## config.mk

```make
export PLATFORM = sky130hd
export DESIGN_NAME = psum_acc_ctrl_flat
export DESIGN_NICKNAME = d
export VERILOG_FILES = /design/src/rtl/psum_acc_if.sv /design/src/rtl/psum_acc_ctrl.sv /design/src/flat_wrapper.sv
export SDC_FILE = /design/constraint.sdc
export NUM_CORES = 1
export LEC_CHECK = 0
export ABC_AREA = 1
export CAP_MARGIN = 20
export CORE_MARGIN = 4
export CORE_UTILIZATION = 50
export CTS_CLUSTER_SIZE = 25
export DETAILED_ROUTE_END_ITERATION = 6
export DONT_BUFFER_PORTS = 1
export MAX_ROUTING_LAYER = met4
export PLACE_DENSITY_LB_ADDON = 0.05
export SLEW_MARGIN = 25
export SYNTH_ARGS = -nofsm -noshare
export SYNTH_HDL_FRONTEND = slang
export SYNTH_SLANG_ARGS = --single-unit
```

## constraint.sdc

```tcl
create_clock -name clk -period 3.62 [get_ports clk]
set_input_delay 1.086 -clock clk [delete_from_list [all_inputs] [get_ports clk]]
set_output_delay 1.086 -clock clk [all_outputs]
set_load 0.02 [all_outputs]
```

## src/rtl/psum_acc_if.sv

```systemverilog
// Stream bundle between the adder tree, the partial-sum accumulator and the
// writeback stage: run control, input term stream, result stream and status.
interface psum_acc_if #(
    parameter int IN_W  = 17,
    parameter int ACC_W = 18,
    parameter int LEN_W = 8
);
    logic                    start;
    logic [LEN_W-1:0]        len;
    logic                    in_valid;
    logic                    in_ready;
    logic signed [IN_W-1:0]  in_data;
    logic                    out_valid;
    logic                    out_ready;
    logic signed [ACC_W-1:0] out_data;
    logic                    busy;
    logic                    sat_flag;

    modport master (
        output start, len, in_valid, in_data, out_ready,
        input  in_ready, out_valid, out_data, busy, sat_flag
    );

    modport slave (
        input  start, len, in_valid, in_data, out_ready,
        output in_ready, out_valid, out_data, busy, sat_flag
    );
endinterface

```

## src/rtl/psum_acc_ctrl.sv

```systemverilog
// Sequences one signed saturating accumulator over a run of LEN partial sums
// and hands the clamped total to the writeback stage on a valid/ready port.
module psum_acc_ctrl #(
    parameter int IN_W  = 17,
    parameter int ACC_W = 18,
    parameter int LEN_W = 8
) (
    input logic       clk,
    input logic       reset,
    psum_acc_if.slave bus
);
    typedef enum logic [1:0] {
        S_IDLE = 2'd0,
        S_ACC  = 2'd1,
        S_OUT  = 2'd2
    } state_t;

    localparam logic signed [ACC_W-1:0] ACC_MAX = {1'b0, {(ACC_W-1){1'b1}}};
    localparam logic signed [ACC_W-1:0] ACC_MIN = {1'b1, {(ACC_W-1){1'b0}}};

    state_t                  r_state;
    state_t                  w_state_nxt;
    logic signed [ACC_W-1:0] r_acc;
    logic [LEN_W-1:0]        r_cnt;
    logic [LEN_W-1:0]        r_len;
    logic                    r_sat;

    logic signed [ACC_W:0]   w_sum;
    logic signed [ACC_W-1:0] w_acc_nxt;
    logic                    w_clamp;
    logic                    w_xfer;
    logic                    w_last;

    assign w_xfer = bus.in_valid && (r_state == S_ACC);
    assign w_last = (r_cnt == r_len - LEN_W'(1));

    // One guard bit above the accumulator: the top two bits of the sum tell
    // positive overflow (01) from negative overflow (10).
    // NOTE: combinational blocks use blocking '=' with every output defaulted
    // first, so no path through the block leaves a value held (no latch).
    always_comb begin
        w_sum     = {r_acc[ACC_W-1], r_acc}
                  + {{(ACC_W+1-IN_W){bus.in_data[IN_W-1]}}, bus.in_data};
        w_acc_nxt = w_sum[ACC_W-1:0];
        w_clamp   = 1'b0;
        case (w_sum[ACC_W:ACC_W-1])
            2'b01: begin
                w_acc_nxt = ACC_MAX;
                w_clamp   = 1'b1;
            end
            2'b10: begin
                w_acc_nxt = ACC_MIN;
                w_clamp   = 1'b1;
            end
            default: ;
        endcase
    end

    always_comb begin
        w_state_nxt   = r_state;
        bus.in_ready  = 1'b0;
        bus.out_valid = 1'b0;
        case (r_state)
            S_IDLE: begin
                if (bus.start) begin
                    w_state_nxt = (bus.len != '0) ? S_ACC : S_OUT;
                end
            end
            S_ACC: begin
                bus.in_ready = 1'b1;
                if (bus.in_valid && w_last) begin
                    w_state_nxt = S_OUT;
                end
            end
            S_OUT: begin
                bus.out_valid = 1'b1;
                if (bus.out_ready) begin
                    w_state_nxt = S_IDLE;
                end
            end
            default: w_state_nxt = S_IDLE;
        endcase
    end

    // NOTE: reset is synchronous and uses non-blocking '<=' like all state;
    // it wins over any run in progress and the partial sum is dropped.
    always_ff @(posedge clk) begin
        if (reset) begin
            r_state <= S_IDLE;
            r_acc   <= '0;
            r_cnt   <= '0;
            r_len   <= '0;
            r_sat   <= 1'b0;
        end else begin
            r_state <= w_state_nxt;
            case (r_state)
                S_IDLE: begin
                    if (bus.start) begin
                        r_acc <= '0;
                        r_cnt <= '0;
                        r_len <= bus.len;
                        r_sat <= 1'b0;
                    end
                end
                S_ACC: begin
                    if (w_xfer) begin
                        r_acc <= w_acc_nxt;
                        r_cnt <= r_cnt + LEN_W'(1);
                        if (w_clamp) begin
                            r_sat <= 1'b1;
                        end
                    end
                end
                default: ;
            endcase
        end
    end

    // The result comes straight from the accumulator, which is frozen in OUT.
    assign bus.out_data = r_acc;
    assign bus.busy     = (r_state != S_IDLE);
    assign bus.sat_flag = r_sat;
endmodule

```

## src/flat_wrapper.sv

```systemverilog
// flat-port wrapper written by rule: the top's interface ports become plain ports
module psum_acc_ctrl_flat 
#(
    parameter int IN_W  = 17,
    parameter int ACC_W = 18,
    parameter int LEN_W = 8
)
  (clk, reset, bus_start, bus_len, bus_in_valid, bus_in_data, bus_out_ready, bus_in_ready, bus_out_valid, bus_out_data, bus_busy, bus_sat_flag);
  psum_acc_if #(.IN_W(IN_W), .ACC_W(ACC_W), .LEN_W(LEN_W)) bus_i ();
  input logic clk;
  input logic reset;
  input wire logic [$bits(bus_i.start)-1:0] bus_start;
  input wire logic [$bits(bus_i.len)-1:0] bus_len;
  input wire logic [$bits(bus_i.in_valid)-1:0] bus_in_valid;
  input wire logic [$bits(bus_i.in_data)-1:0] bus_in_data;
  input wire logic [$bits(bus_i.out_ready)-1:0] bus_out_ready;
  output wire logic [$bits(bus_i.in_ready)-1:0] bus_in_ready;
  output wire logic [$bits(bus_i.out_valid)-1:0] bus_out_valid;
  output wire logic [$bits(bus_i.out_data)-1:0] bus_out_data;
  output wire logic [$bits(bus_i.busy)-1:0] bus_busy;
  output wire logic [$bits(bus_i.sat_flag)-1:0] bus_sat_flag;
  assign bus_i.start = bus_start;
  assign bus_i.len = bus_len;
  assign bus_i.in_valid = bus_in_valid;
  assign bus_i.in_data = bus_in_data;
  assign bus_i.out_ready = bus_out_ready;
  assign bus_in_ready = bus_i.in_ready;
  assign bus_out_valid = bus_i.out_valid;
  assign bus_out_data = bus_i.out_data;
  assign bus_busy = bus_i.busy;
  assign bus_sat_flag = bus_i.sat_flag;
  psum_acc_ctrl #(.IN_W(IN_W), .ACC_W(ACC_W), .LEN_W(LEN_W)) u_core (.clk(clk), .reset(reset), .bus(bus_i));
endmodule
```

==> out/qor.json, run 1 <==
{
  "multiInputGateArea": {"value": 1850, "unit": "sq um"},
  "hpwl": {"value": 5.51, "unit": "mm"},
  "critPathLaunchType": {"value": "input pin"},
  "routedWlPerCell": {"value": 13.6, "unit": "um"},
  "fillCellCount": {"value": 571},
  "yosys.area.top_type_share": {"value": 0.262},
  "worst_hold_path_type": {"value": "flop to flop"},
  "wirelength_met1": {"value": 3.52, "unit": "mm"},
  "syn_nets": {"value": 500},
  "switching_share": {"value": 0.480},
  "cts.root.buffer_cell": {"value": "sky130_fd_sc_hd__clkbuf_8"},
  "ff_latch_area": {"value": 741, "unit": "sq um"},
  "seq_area_frac_synth": {"value": 0.262},
  "peak_supply_drop": {"value": 387, "unit": "uV"},
  "largest_net_degree_at_the_start_of_global_routing": {"value": 23},
  "met3RoutedLength": {"value": 475, "unit": "um"},
  "run_status": {"value": "completed"},
  "post_cts_buffers": {"value": 0},
  "yosys-top-cells-count": {"value": "sky130_fd_sc_hd__nand2_1 (119), sky130_fd_sc_hd__inv_1 (52), sky130_fd_sc_hd__a21oi_1 (51)"},
  "numCtsBuffers": {"value": 5},
  "synth.area.top_cells": {"value": "sky130_fd_sc_hd__dfxtp_1 (26%), sky130_fd_sc_hd__nand2_1 (16%), sky130_fd_sc_hd__ha_1 (9.7%), sky130_fd_sc_hd__a21oi_1 (9.0%), sky130_fd_sc_hd__inv_1 (6.9%)"},
  "grt_first_pass_wirelength": {"value": 11.9, "unit": "mm"},
  "antenna-diode-count": {"value": 0},
  "post-route-drc-count": {"value": 0},
  "drive_gt1_frac": {"value": 0.0601},
  "power_leakage": {"value": 1.40, "unit": "nW"},
  "initialDrtViolationCount": {"value": 157},
  "synthToLayoutAreaGrowth": {"value": 6.67, "unit": "%"},
  "worstPathArrival": {"value": 3560, "unit": "ps"},
  "routed_wirelength": {"value": 7.07, "unit": "mm"},
  "die-area": {"value": 6930, "unit": "sq um"},
  "die_w": {"value": 83.3, "unit": "um"},
  "path_max_fanout": {"value": 15},
  "post_synth_edffs": {"value": 0},
  "rows": {"value": 27},
  "routed_vias_inst": {"value": 5.35},
  "synth_area": {"value": 2830, "unit": "sq um"},
  "initial_antenna_violation_count": {"value": 0},
  "cts_hold_repair.buffers": {"value": 0},
  "timing.setup.critical_path_class": {"value": "input pin to flop"},
  "remaining_global_route_overflow": {"value": 0},
  "overall_routing_resource_usage": {"value": 0.213},
  "die_h": {"value": 83.3, "unit": "um"},
  "cts_buffer_depth": {"value": 2},
  "ys_types": {"value": 36},
  "drt_first_pass_iters": {"value": 5},
  "clock-sinks": {"value": 37},
  "final_core_util": {"value": 0.549},
  "synth.avg_cell_area": {"value": 6.33, "unit": "sq um"},
  "synth.yosys.warnings": {"value": 0},
  "final-setup-viol-count": {"value": 0},
  "synth-seq-cells": {"value": 37},
  "power.density_cell_area": {"value": 648, "unit": "nW/um^2"},
  "port_buffers": {"value": 0},
  "synthFlopType": {"value": "sky130_fd_sc_hd__dfxtp_1"},
  "max_slew_margin": {"value": 0.709},
  "period_minus_slack": {"value": 3330, "unit": "ps"},
  "clock_skew": {"value": 2.25, "unit": "ps"},
  "intPower": {"value": 1.02, "unit": "mW"},
  "p_sw": {"value": 0.939, "unit": "mW"},
  "cts_repair_resize_count": {"value": 0},
  "unrepaired_setup_endpoints_after_global_routing": {"value": "false"},
  "timing.critical_path.to_type": {"value": "flop"},
  "drtAntennaViolNets": {"value": 0},
  "final_min_period_over_clock_period": {"value": 0.920},
  "floorplan.initialDensity": {"value": 0.514},
  "first_global_vias": {"value": 2587},
  "post-layout-total-power": {"value": 1.96, "unit": "mW"},
  "met2_length": {"value": 3.00, "unit": "mm"},
  "detailroute.via_count": {"value": 2785},
  "power.sequential.fraction": {"value": 0.319},
  "holdWs": {"value": 478, "unit": "ps"},
  "async_flop_share": {"value": 0},
  "worst_ep_required_time": {"value": 3850, "unit": "ps"},
  "drv_slew": {"value": 0},
  "nets_finish": {"value": 502},
  "clock_tree.htree_level_count": {"value": 2},
  "netlist_instances": {"value": 447},
  "synthMostInstantiatedCell": {"value": "sky130_fd_sc_hd__nand2_1"},
  "io_pins": {"value": 52},
  "yosysTopAreaCell": {"value": "sky130_fd_sc_hd__dfxtp_1"},
  "hold_viol_final": {"value": 0},
  "power.share.clock": {"value": 0.183},
  "gpl.final_weighted_congestion": {"value": 0.853},
  "timing_worst_slew_pin_value": {"value": 437, "unit": "ps"},
  "area_of_the_core": {"value": 5510, "unit": "sq um"},
  "clock_tree_from_tritoncts": {"value": "done"},
  "clk_pin_slew": {"value": 80, "unit": "ps"},
  "max-cap-violations": {"value": 0},
  "max_freq": {"value": 0.300, "unit": "GHz"},
  "highest_layer": {"value": "met4"},
  "power.combinational.fraction": {"value": 0.499},
  "clkLatencyLatePin": {"value": 290, "unit": "ps"}
}
[power groups by stage]
stage / registers (mW) / clock network [mW] / logic (mW)
6_report: 0.623 / 0.357 / 0.976
5_1_grt: 0.638 / 0.385 / 1.13
4_1_cts: 0.625 / 0.373 / 0.972
3_5_place_dp: 0.635 / 0 / 0.969
3_3_place_gp: 0.632 / 0 / 0.948
2_1_floorplan: 0.608 / 0 / 0.779
[worst paths after layout]
path	from	to	slack, ps	cells past startpoint
worst max register to register	u_core.bus.out_data[0]$_SDFFE_PP0P_	u_core.bus.out_data[5]$_SDFFE_PP0P_	510	19
worst min-delay path	u_core.r_len[1]$_SDFFE_PP0P_	u_core.r_len[1]$_SDFFE_PP0P_	480	2
worst min register to register	u_core.r_len[1]$_SDFFE_PP0P_	u_core.r_len[1]$_SDFFE_PP0P_	480	2
worst max-delay path	bus_in_data[0]	u_core.bus.out_data[5]$_SDFFE_PP0P_	290	19
[layout make-up]
| class | instances | share of cell area |
|---|---|---|
| Sequential cell | 37 | 0.245 |
| Tap cell | 72 | 0.0298 |
| Inverter | 55 | 0.0684 |
| Timing Repair Buffer | 4 | 0.00994 |
| Clock inverter | 2 | 0.0116 |
| Multi-Input combinational cell | 346 | 0.612 |
| Clock buffer | 5 | 0.0228 |
[sequential cells by signal, summed over array words and instances, names as in the netlist]
name                 cells
u_core.r_state           2
u_core.r_len             8
u_core.r_cnt             8
u_core.bus.out_data     18
u_core.bus.sat_flag      1
[logic make-up (layout without fill, tap and decap cells)]
kind of cell,after synthesis,in the layout,share of synthesized area
AND/OR/NAND/NOR,225,225,0.351
AO/OA/AOI/OAI,93,93,0.181
buffers and inverters,64,66,0.0871
flip-flops,37,37,0.262
adder cells (fa/ha/maj),23,23,0.104
XOR/XNOR,5,5,0.0155
[layout by cell type (no fill, tap or decap), types with 2 or more instances in the layout]
cell type	synthesis	final
sky130_fd_sc_hd__a211oi_1	2	2
sky130_fd_sc_hd__a21boi_0	4	4
sky130_fd_sc_hd__a21oi_1	51	51
sky130_fd_sc_hd__buf_4	0	4
sky130_fd_sc_hd__clkbuf_8	0	5
sky130_fd_sc_hd__dfxtp_1	37	37
sky130_fd_sc_hd__ha_1	22	22
sky130_fd_sc_hd__inv_1	52	52
sky130_fd_sc_hd__inv_2	3	3
sky130_fd_sc_hd__nand2_1	119	119
sky130_fd_sc_hd__nand2_2	2	2
sky130_fd_sc_hd__nand2_4	2	2
sky130_fd_sc_hd__nand3_1	33	33
sky130_fd_sc_hd__nand4_1	4	4
sky130_fd_sc_hd__nor2_1	45	45
sky130_fd_sc_hd__nor2_2	3	2
sky130_fd_sc_hd__nor2_4	3	4
sky130_fd_sc_hd__nor3_1	5	5
sky130_fd_sc_hd__nor3b_1	2	2
sky130_fd_sc_hd__o21ai_0	23	23
sky130_fd_sc_hd__o21bai_1	8	8
sky130_fd_sc_hd__xnor2_1	3	3
sky130_fd_sc_hd__xor2_1	2	2
[metrics by stage]
| stage | TNS (ps) | setup WS [ps] | cells | area [sq um] |
|---|---|---|---|---|
| 2_1_floorplan | 0 | 268 | 447 | 2830 |
| 3_3_place_gp | -163 | -35.7 | 514 | 2910 |
| 3_5_place_dp | -2090 | -200 | 514 | 2910 |
| 4_1_cts | 0 | 122 | 521 | 3020 |
| 5_1_grt | 0 | 54.8 | 521 | 3020 |
| 6_report | 0 | 290 | 521 | 3020 |
[critical path, stage by stage]
cell,delay (ps)
sky130_fd_sc_hd__ha_1,140
sky130_fd_sc_hd__inv_1,80
sky130_fd_sc_hd__fa_1,390
sky130_fd_sc_hd__inv_1,90
sky130_fd_sc_hd__nand3_1,60
sky130_fd_sc_hd__nand2_1,110
sky130_fd_sc_hd__nand2_1,90
sky130_fd_sc_hd__nand2_1,90
sky130_fd_sc_hd__nand3_1,90
sky130_fd_sc_hd__nand2_1,70
sky130_fd_sc_hd__nand2_1,60
sky130_fd_sc_hd__a22oi_1,200
sky130_fd_sc_hd__ha_1,290
sky130_fd_sc_hd__buf_4,210
sky130_fd_sc_hd__inv_1,170
sky130_fd_sc_hd__a21oi_1,60
sky130_fd_sc_hd__o21ai_0,90
sky130_fd_sc_hd__nand2_1,70
sky130_fd_sc_hd__a21oi_1,120
[metal layers]
metal | vias to the layer above | global-route usage
met5 | - | -
met4 | 0 | 0.0535
met3 | 6 | 0.0516
met2 | 62 | 0.311
met1 | 1253 | 0.295
li1 | 1464 | -
No activity file was read; power rests on OpenSTA's default activity.
==> inputs of run 2 (changes only) <==
--- a/config.mk
+++ b/config.mk
@@ -7,8 +7,10 @@
 export LEC_CHECK = 0
 export ABC_AREA = 1
 export CAP_MARGIN = 20
+export CELL_PAD_IN_SITES_DETAIL_PLACEMENT = 0
+export CELL_PAD_IN_SITES_GLOBAL_PLACEMENT = 2
 export CORE_MARGIN = 4
-export CORE_UTILIZATION = 50
+export CORE_UTILIZATION = 34
 export CTS_CLUSTER_SIZE = 25
 export DETAILED_ROUTE_END_ITERATION = 6
 export DONT_BUFFER_PORTS = 1
==> run 2 against run 1 <==
  * Clock power decreased by 16%
  * Wire length is 15% higher
  * Global-route usage is 3.8 points lower
  * Power fell by 0.41%
  * Utilization is 16 points lower
  * Final cell count increased by 9.0%
  * Via count unchanged
==> out/qor.json, run 2 (synthesized netlist as in run 1, its figures left out) <==
{
  "cts_repair_resize_count": {"value": 0, "change": "unchanged"},
  "drt_first_pass_iters": {"value": 4, "change": "-1"},
  "max-cap-violations": {"value": 0, "change": "unchanged"},
  "area_of_the_core": {"value": 8180, "unit": "sq um", "change": "+48%"},
  "cts_buffer_depth": {"value": 2, "change": "unchanged"},
  "hold_start": {"value": "u_core.r_len[1]$_SDFFE_PP0P_"},
  "die-area": {"value": 9850, "unit": "sq um", "change": "+42%"},
  "path_max_fanout": {"value": 15, "change": "unchanged"},
  "antenna-diode-count": {"value": 0, "change": "unchanged"},
  "multiInputGateArea": {"value": 1850, "unit": "sq um", "change": "unchanged"},
  "gpl.final_weighted_congestion": {"value": 0.812, "change": "-4.7%"},
  "ff_latch_area": {"value": 741, "unit": "sq um", "change": "unchanged"},
  "power.share.clock": {"value": 0.154, "change": "-0.029"},
  "post_cts_buffers": {"value": 0, "change": "unchanged"},
  "clkLatencyLatePin": {"value": 290, "unit": "ps", "change": "about the same"},
  "drive_gt1_frac": {"value": 0.0886, "change": "+0.0284"},
  "drtAntennaViolNets": {"value": 0, "change": "unchanged"},
  "final_min_period_over_clock_period": {"value": 0.931, "change": "+0.0110"},
  "final-setup-viol-count": {"value": 0, "change": "unchanged"},
  "clock_tree.htree_level_count": {"value": 2, "change": "unchanged"},
  "die_w": {"value": 99.3, "unit": "um", "change": "+19%"},
  "unrepaired_setup_endpoints_after_global_routing": {"value": "false"},
  "initialDrtViolationCount": {"value": 62, "change": "-61%"},
  "power.combinational.fraction": {"value": 0.529, "change": "+0.030"},
  "hold_viol_final": {"value": 0, "change": "unchanged"},
  "power.sequential.fraction": {"value": 0.318, "change": "about the same"},
  "io_pins": {"value": 52, "change": "unchanged"},
  "timing.setup.critical_path_class": {"value": "input pin to flop"},
  "timing.critical_path.to_type": {"value": "flop"},
  "stdcell_area": {"value": 3140, "unit": "sq um", "change": "+4.0%"},
  "max_slew_margin": {"value": 0.676, "change": "-0.0324"},
  "port_buffers": {"value": 0, "change": "unchanged"},
  "largest_net_degree_at_the_start_of_global_routing": {"value": 23, "change": "unchanged"},
  "max_freq": {"value": 0.297, "unit": "GHz", "change": "-1.2%"},
  "worstPathArrival": {"value": 3590, "unit": "ps", "change": "+30 ps"},
  "routed_wirelength": {"value": 8.13, "unit": "mm", "change": "+15%"},
  "cts_hold_repair.buffers": {"value": 0, "change": "unchanged"},
  "intPower": {"value": 0.978, "unit": "mW", "change": "-3.9%"},
  "critPathLaunchType": {"value": "input pin"},
  "routedWlPerCell": {"value": 14.3, "unit": "um", "change": "+5.6%"},
  "numCtsBuffers": {"value": 5, "change": "unchanged"},
  "synthToLayoutAreaGrowth": {"value": 11.0, "unit": "%"},
  "layout.cells.most_common": {"value": "sky130_fd_sc_hd__nand2_1"},
  "clk_pin_slew": {"value": 90, "unit": "ps", "change": "about the same"},
  "period_minus_slack": {"value": 3370, "unit": "ps", "change": "+39.7 ps"},
  "flip_flop_count_of_the_largest_register_after_layout": {"value": 18, "change": "unchanged"},
  "timing.reg2reg.setup_slack": {"value": 490, "unit": "ps", "change": "-20 ps"},
  "nets_finish": {"value": 515, "change": "+2.6%"},
  "routed_vias_inst": {"value": 4.90, "change": "-8.3%"},
  "cts.root.buffer_cell": {"value": "sky130_fd_sc_hd__clkbuf_8"},
  "grt_first_pass_wirelength": {"value": 13.5, "unit": "mm", "change": "+13%"},
  "hold_depth": {"value": 2, "change": "unchanged"},
  "peak_supply_drop": {"value": 198, "unit": "uV", "change": "-49%"},
  "p_sw": {"value": 0.970, "unit": "mW", "change": "+3.3%"},
  "final_core_util": {"value": 0.384, "change": "-0.164"},
  "first_global_vias": {"value": 2767, "change": "+7.0%"},
  "power_leakage": {"value": 1.45, "unit": "nW", "change": "+3.7%"},
  "floorplan.initialDensity": {"value": 0.346, "change": "-0.168"},
  "dpl_cell_area": {"value": 3050, "unit": "sq um", "change": "+4.8%"},
  "post-route-drc-count": {"value": 0, "change": "unchanged"},
  "drv_slew": {"value": 0, "change": "unchanged"},
  "detailroute.via_count": {"value": 2785, "change": "unchanged"},
  "switching_share": {"value": 0.498, "change": "+0.0181"},
  "overall_routing_resource_usage": {"value": 0.176, "change": "-0.0376"},
  "run_status": {"value": "completed"},
  "hold_path_end": {"value": "u_core.r_len[1]$_SDFFE_PP0P_"},
  "initial_antenna_violation_count": {"value": 0, "change": "unchanged"},
  "clock_skew": {"value": 10.5, "unit": "ps", "change": "+8.28 ps"},
  "rows": {"value": 33, "change": "+22%"},
  "die_h": {"value": 99.3, "unit": "um", "change": "+19%"},
  "clock-sinks": {"value": 37, "change": "unchanged"},
  "worst_ep_required_time": {"value": 3840, "unit": "ps", "change": "about the same"},
  "r2r_start": {"value": "u_core.bus.out_data[0]$_SDFFE_PP0P_"},
  "timing.reg2reg.worst_path_depth": {"value": 19, "change": "unchanged"},
  "worst_hold_path_type": {"value": "flop to flop"},
  "layout_common_cells": {"value": "sky130_fd_sc_hd__nand2_1 (119), sky130_fd_sc_hd__inv_1 (52), sky130_fd_sc_hd__a21oi_1 (51)"},
  "hpwl": {"value": 6.25, "unit": "mm", "change": "+13%"},
  "fillCellCount": {"value": 923, "change": "+62%"},
  "timing.rr.end": {"value": "u_core.bus.out_data[7]$_SDFFE_PP0P_"},
  "power.density_cell_area": {"value": 620, "unit": "nW/um^2", "change": "-4.3%"},
  "clock_tree_from_tritoncts": {"value": "done"},
  "timing_worst_slew_pin_value": {"value": 485, "unit": "ps", "change": "+48.5 ps"},
  "holdWs": {"value": 493, "unit": "ps", "change": "+15.2 ps"},
  "remaining_global_route_overflow": {"value": 0, "change": "unchanged"}
}
[run 2: cell types whose count changed in the layout (fill, tap and decap cells not counted), sizes merged]
cell and delta:
buf +13, bufinv -1, clkinv +1, clkinvlp +1
[run 2: worst max path at each step]
stage                               from                                  end  slack [ps]
after global placement    bus_in_data[0]  u_core.bus.out_data[4]$_SDFFE_PP0P_        -150
after CTS                 bus_in_data[0]  u_core.bus.out_data[4]$_SDFFE_PP0P_          30
after global routing      bus_in_data[0]  u_core.bus.out_data[5]$_SDFFE_PP0P_          30
after floorplan           bus_in_data[0]  u_core.bus.out_data[2]$_SDFFE_PP0P_         270
final                     bus_in_data[0]  u_core.bus.out_data[7]$_SDFFE_PP0P_         250
after detailed placement  bus_in_data[0]  u_core.bus.out_data[4]$_SDFFE_PP0P_        -270
[run 2: metal layers]
layer | part of all wire | track usage | wire length (um) | vias up
li1 | - | - | - | 1496
met1 | 0.46 | 0.215 | 3700 | 1236
met2 | 0.49 | 0.305 | 4020 | 48
met3 | 0.042 | 0.0281 | 339 | 5
met4 | 0.0092 | 0.0378 | 75 | 0
met5 | 0 | - | 0 | -
[run 2: final cells by class]
cell class,instances,share of cell area
clock inverter,3,0.00558
tap,105,0.0418
multi-input combinational,346,0.589
inverter,55,0.0657
sequential,37,0.236
timing repair buffer,17,0.0406
clock buffer,5,0.0219
[run 2: stage by stage]
step	worst slack, ps	power (mW)	setup TNS, ps	std cells
after global placement	-151	1.66	-1340	560
after detailed placement	-272	1.67	-3390	560
final	250	1.95	0	568
after floorplan	268	1.39	0	447
after CTS	27.2	1.98	0	568
after global routing	30.8	2.16	0	568
[run 2: power groups by stage]
stage | clock, mW | combinational [mW] | sequential (mW)
floorplan | 0 | 0.779 | 0.608
global placement | 0 | 1.03 | 0.629
detailed placement | 0 | 1.04 | 0.631
CTS | 0.315 | 1.04 | 0.622
global route | 0.336 | 1.19 | 0.631
finish | 0.299 | 1.03 | 0.619
[run 2: worst max-delay path, stage by stage]
cell and delay [ps]:
sky130_fd_sc_hd__ha_1 150, sky130_fd_sc_hd__inv_1 80, sky130_fd_sc_hd__fa_1 380, sky130_fd_sc_hd__inv_1 80, sky130_fd_sc_hd__nand3_1 60, sky130_fd_sc_hd__nand2_1 90
sky130_fd_sc_hd__nand2_1 80, sky130_fd_sc_hd__nand2_1 90, sky130_fd_sc_hd__nand3_1 90, sky130_fd_sc_hd__nand2_1 70, sky130_fd_sc_hd__nand2_1 60, sky130_fd_sc_hd__a22oi_1 200
sky130_fd_sc_hd__ha_1 290, sky130_fd_sc_hd__buf_4 210, sky130_fd_sc_hd__inv_1 200, sky130_fd_sc_hd__a21oi_1 60, sky130_fd_sc_hd__o21ai_0 100, sky130_fd_sc_hd__nand2_1 70
sky130_fd_sc_hd__a21oi_1 130
